File: config.mk
export PLATFORM = sky130hd
export DESIGN_NAME = mem_arbiter
export DESIGN_NICKNAME = d
export VERILOG_FILES = /design/src/rtl/mem_arbiter.sv
export SDC_FILE = /design/constraint.sdc
export NUM_CORES = 1
export LEC_CHECK = 0
export CORE_AREA = 2 2 104 106
export CTS_CLUSTER_DIAMETER = 120
export DETAILED_ROUTE_END_ITERATION = 8
export DIE_AREA = 0 0 106 108
export GPL_TIMING_DRIVEN = 1
export HOLD_SLACK_MARGIN = 0.08
export PLACE_DENSITY_LB_ADDON = 0.12
export SYNTH_ARGS = -nofsm -noshare
export SYNTH_HDL_FRONTEND = slang
export SYNTH_SLANG_ARGS = --single-unit
File: constraint.sdc
create_clock -name CLK -period 3.1 [get_ports CLK]
set_input_delay 0.31 -clock CLK [delete_from_list [all_inputs] [get_ports CLK]]
set_output_delay 0.31 -clock CLK [all_outputs]
set_load 0.1 [all_outputs]
File: src/rtl/mem_arbiter.sv
// Two-requester memory arbiter: forwards one cache's request at a time to a single RAM port.
// Optional grant watchdog built when ARB_TIMEOUT_EN is defined.
module mem_arbiter #(
    parameter int WORD_W  = 32,
    parameter int TIMEOUT = 64
) (
    input  logic              CLK,
    input  logic              nRST,
    input  logic [1:0]        reqREN,
    input  logic [1:0]        reqWEN,
    input  logic [WORD_W-1:0] reqaddr0,
    input  logic [WORD_W-1:0] reqaddr1,
    input  logic [WORD_W-1:0] reqstore0,
    input  logic [WORD_W-1:0] reqstore1,
    output logic [1:0]        reqwait,
    output logic [WORD_W-1:0] reqload,
    output logic              memREN,
    output logic              memWEN,
    output logic [WORD_W-1:0] memaddr,
    output logic [WORD_W-1:0] memstore,
    input  logic [WORD_W-1:0] ramload,
    input  logic [1:0]        ramstate,
    output logic              timeout
);

    localparam logic [1:0] IDLE   = 2'd0;
    localparam logic [1:0] SERVE0 = 2'd1;
    localparam logic [1:0] SERVE1 = 2'd2;

    localparam logic [1:0] RAM_ACCESS = 2'd2;
    localparam logic [7:0] TIMEOUT_CNT = 8'(TIMEOUT);

    logic [1:0]        state_reg, state_next;
    logic              last_reg, last_next;
    logic [1:0]        active;
    logic [WORD_W-1:0] addr_sel [2];
    logic [WORD_W-1:0] store_sel [2];
    logic              serving;
    logic              sel;
    logic              granted_active;
    logic              access;
    logic              expire;

    assign addr_sel[0]  = reqaddr0;
    assign addr_sel[1]  = reqaddr1;
    assign store_sel[0] = reqstore0;
    assign store_sel[1] = reqstore1;

    genvar gi;
    generate
        for (gi = 0; gi < 2; gi++) begin : g_active
            assign active[gi] = reqREN[gi] | reqWEN[gi];
        end
    endgenerate

    assign serving        = (state_reg == SERVE0) || (state_reg == SERVE1);
    assign sel            = (state_reg == SERVE1);
    assign granted_active = serving & active[sel];
    assign access         = granted_active & (ramstate == RAM_ACCESS);

    always_comb begin
        state_next = state_reg;
        last_next  = last_reg;
        memREN     = 1'b0;
        memWEN     = 1'b0;
        memaddr    = '0;
        memstore   = '0;
        reqwait    = active;
        reqload    = '0;
        case (state_reg)
            IDLE: begin
                // On a tie the requester that did not complete last goes first.
                if (active == 2'b11)
                    state_next = last_reg ? SERVE0 : SERVE1;
                else if (active[0])
                    state_next = SERVE0;
                else if (active[1])
                    state_next = SERVE1;
            end
            SERVE0, SERVE1: begin
                if (!active[sel]) begin
                    state_next = IDLE;
                end else begin
                    memWEN   = reqWEN[sel];
                    memREN   = reqREN[sel] & ~reqWEN[sel];
                    memaddr  = addr_sel[sel];
                    memstore = store_sel[sel];
                    if (access) begin
                        reqwait[sel] = 1'b0;
                        reqload      = ramload;
                        last_next    = sel;
                        // Hand straight over to a waiting peer without an idle bubble.
                        if (active[~sel])
                            state_next = sel ? SERVE0 : SERVE1;
                        else
                            state_next = IDLE;
                    end else if (expire) begin
                        last_next  = sel;
                        state_next = IDLE;
                    end
                end
            end
            default: state_next = IDLE;
        endcase
    end

    always_ff @(posedge CLK or negedge nRST) begin
        if (!nRST) begin
            state_reg <= IDLE;
            last_reg  <= 1'b1;
        end else begin
            state_reg <= state_next;
            last_reg  <= last_next;
        end
    end

`ifdef ARB_TIMEOUT_EN
    logic [7:0] cnt_reg, cnt_next;
    logic [7:0] cnt_inc;

    assign cnt_inc = cnt_reg + 8'd1;
    // Fires on the TIMEOUT-th consecutive SERVE cycle without ACCESS.
    assign expire  = granted_active & ~access & (cnt_inc == TIMEOUT_CNT);
    assign timeout = expire;

    always_comb begin
        cnt_next = 8'd0;
        if (serving && (state_next == state_reg))
            cnt_next = cnt_inc;
    end

    always_ff @(posedge CLK or negedge nRST) begin
        if (!nRST)
            cnt_reg <= 8'd0;
        else
            cnt_reg <= cnt_next;
    end
`else
    // Without the watchdog a grant is held until ACCESS or the requester drops.
    assign expire  = (TIMEOUT_CNT == 8'd0) & 1'b0;
    assign timeout = 1'b0;
`endif

endmodule

==> results.json, run 1 <==
{
  "final_cells": 610,
  "async_flop_share_pct": 100,
  "clock.fmax_mhz": 374,
  "largest_register_ffs": 2,
  "rows": 37,
  "busiest_layer": "met2",
  "tritoncts": "yes",
  "grt_pass1_vias": 2562,
  "core_area_mm2": 0.0102,
  "io_pins": 269,
  "fin_skew_ps": 0.359,
  "synth_most_common_cell": "nor2_1",
  "wl_um": 8910,
  "path_clk_slew_ps": 30,
  "grt_pass1_wl_um": 13500,
  "start_util_pct": 15.0,
  "fillers": 930,
  "setup_tns_ps": 0,
  "status": "finished, final reports clean",
  "maxSlewViolCount": 0,
  "postSynthAreaPerCell_um2": 6.99,
  "clkSinkCount": 3,
  "ys_top_cells_by_count": "70 x nor2_1, 65 x mux2i_1, 32 x and2_1",
  "chipWidth_um": 106,
  "synth_area_leaders": "mux2i_1 43%, nor2_1 17%, and2_1 13%",
  "r2r_slack_ps": 930,
  "ys_seq_area_share_pct": 4.99,
  "crit_fanout": 34,
  "vias_per_cell": 4.06,
  "dp_hpwl_um": 7720,
  "critPathArrivalTime_ps": 2360,
  "cts_resized": 0,
  "nNetsFinal": 647,
  "syn_area_mm2": 0.00153,
  "area_delta_synth_final_pct": 248,
  "finalHoldViolations": 0,
  "antenna_found_initial": 0,
  "vias": 2478,
  "ff2ff_path_depth": 6,
  "r2r-start": "state_reg[1]",
  "use_met1_pct": 14.7,
  "synth-seq-cells": 3,
  "grt.overflow.total": 0,
  "synth_largest_area_cell": "mux2i_1",
  "cts-root-buf": "clkbuf_8",
  "cts_buffers": 3,
  "crit_path_start_kind": "register",
  "worst_setup_path_end_kind": "output port",
  "clockBufferDepth": 2,
  "synth_edf_count": 0,
  "cp.required_ps": 2790,
  "slew_headroom_pct": 44.1,
  "yosys_warnings": 0,
  "firstDrtPassIters": 4,
  "hp-class": "input port to asynchronous set/reset pin",
  "synthFlopType": "dfrtp_1",
  "route.detailed.drc": 0,
  "r2r_end": "last_reg",
  "synth.top_cell.area_share_pct": 42.5,
  "netlist_instances": 219,
  "htreeDepth": 1,
  "grt_max_degree": 68,
  "routedWlPerCell_um": 14.6,
  "io_buffers": 267,
  "cts_post_setup_buffers_inserted": 0,
  "post-route-period-util_pct": 86.3,
  "setup_viol": 0,
  "dieArea_mm2": 0.0114,
  "antenna-diode-count": 0,
  "drive_gt1_share_pct": 24.3,
  "utilization_pct": 52.1,
  "clk_latency_ps": 210,
  "grtUsageMet3_pct": 5.36,
  "fin_ws_ps": 425,
  "drt_iter0_markers": 112,
  "min_period_ps": 2670,
  "synth_nets": 391,
  "gr-usage-all-layers_pct": 14.7,
  "synth.distinct_cells": 28,
  "critical_path_class": "register to output port",
  "dp_slack_ps": 502,
  "tightest_slew_ps": 838,
  "gp_congestion": 0.801,
  "postRouteAntennaNets": 0,
  "cap_violations": 0,
  "die_y_um": 108,
  "grt_use_met2_pct": 29.5,
  "ctsHoldBuffers": 0,
  "rsz0062_at_grt": "false",
  "dp.cells": 606
}
## routing by layer
layer	vias up	part of all wire (%)
li1	1233	-
met1	1086	33
met2	157	55
met3	2	12
met4	0	0.40
met5	-	0
## through the flow
stage / area [um^2] / hold WS, ps
finish: 5330 / 276
global route: 5330 / 273
CTS: 5330 / 275
detailed placement: 5290 / 502
global placement: 5290 / 502
floorplan: 1540 / 14.4
## worst max-delay path, cell delays in order (launching register included)
cell	delay (ps)
dfrtp_1	430
inv_1	70
ha_1	310
inv_1	90
a211o_4	300
nor2_4	480
and2_1	270
buf_12	190
## how the worst max path moves through the flow
stage	depth (start not counted)	slack [ps]	end	start
final	7	430	reqload[25]	state_reg[1]
after global routing	7	220	reqload[25]	state_reg[1]
after CTS	7	410	reqload[25]	state_reg[1]
after detailed placement	6	500	reqload[24]	reqWEN[1]
after global placement	6	520	reqload[14]	reqWEN[1]
after floorplan	8	50	memaddr[0]	state_reg[0]
## final cells by class
cell class,count,area (um^2),area share (%)
Timing Repair Buffer,270,3670,68.9
Multi-Input combinational cell,190,1340,25.2
Tap cell,136,170,3.19
Sequential cell,3,76.3,1.43
Clock buffer,4,45.0,0.845
Inverter,7,26.3,0.493
## cell usage in the layout (no fill, tap or decap), types with 2 or more instances in the layout
cell / instances
mux2i_1: 65
nor2_1: 70
ha_1: 3
buf_12: 98
buf_4: 5
dfrtp_1: 2
clkbuf_8: 3
clkdlybuf4s50_1: 167
o21ai_0: 2
and2_1: 32
inv_1: 7
## cells by family after synthesis
| kind of cell | count (synthesis) | share of synthesized area, % |
|---|---|---|
| buffers and inverters | 26 | 8.83 |
| adder cells (fa/ha/maj) | 4 | 3.27 |
| multiplexers | 67 | 44.0 |
| other | 1 | 0.245 |
| flip-flops | 3 | 4.99 |
| AO/OA/AOI/OAI | 10 | 5.64 |
| AND/OR/NAND/NOR | 108 | 33.0 |
Power of run 1 is left out: the tool's default activity adds up to more than one toggle a clock period on the data nets, which glitch-free logic cannot reach.
==> inputs of run 2 (changes only) <==
--- a/config.mk
+++ b/config.mk
@@ -15,3 +15,4 @@
 export SYNTH_ARGS = -nofsm -noshare
 export SYNTH_HDL_FRONTEND = slang
 export SYNTH_SLANG_ARGS = --single-unit
+export TNS_END_PERCENT = 100
==> results of run 2 <==
Final layout, timing and power as in run 1 (identical DEF).
Power of run 2 is left out for the same reason.
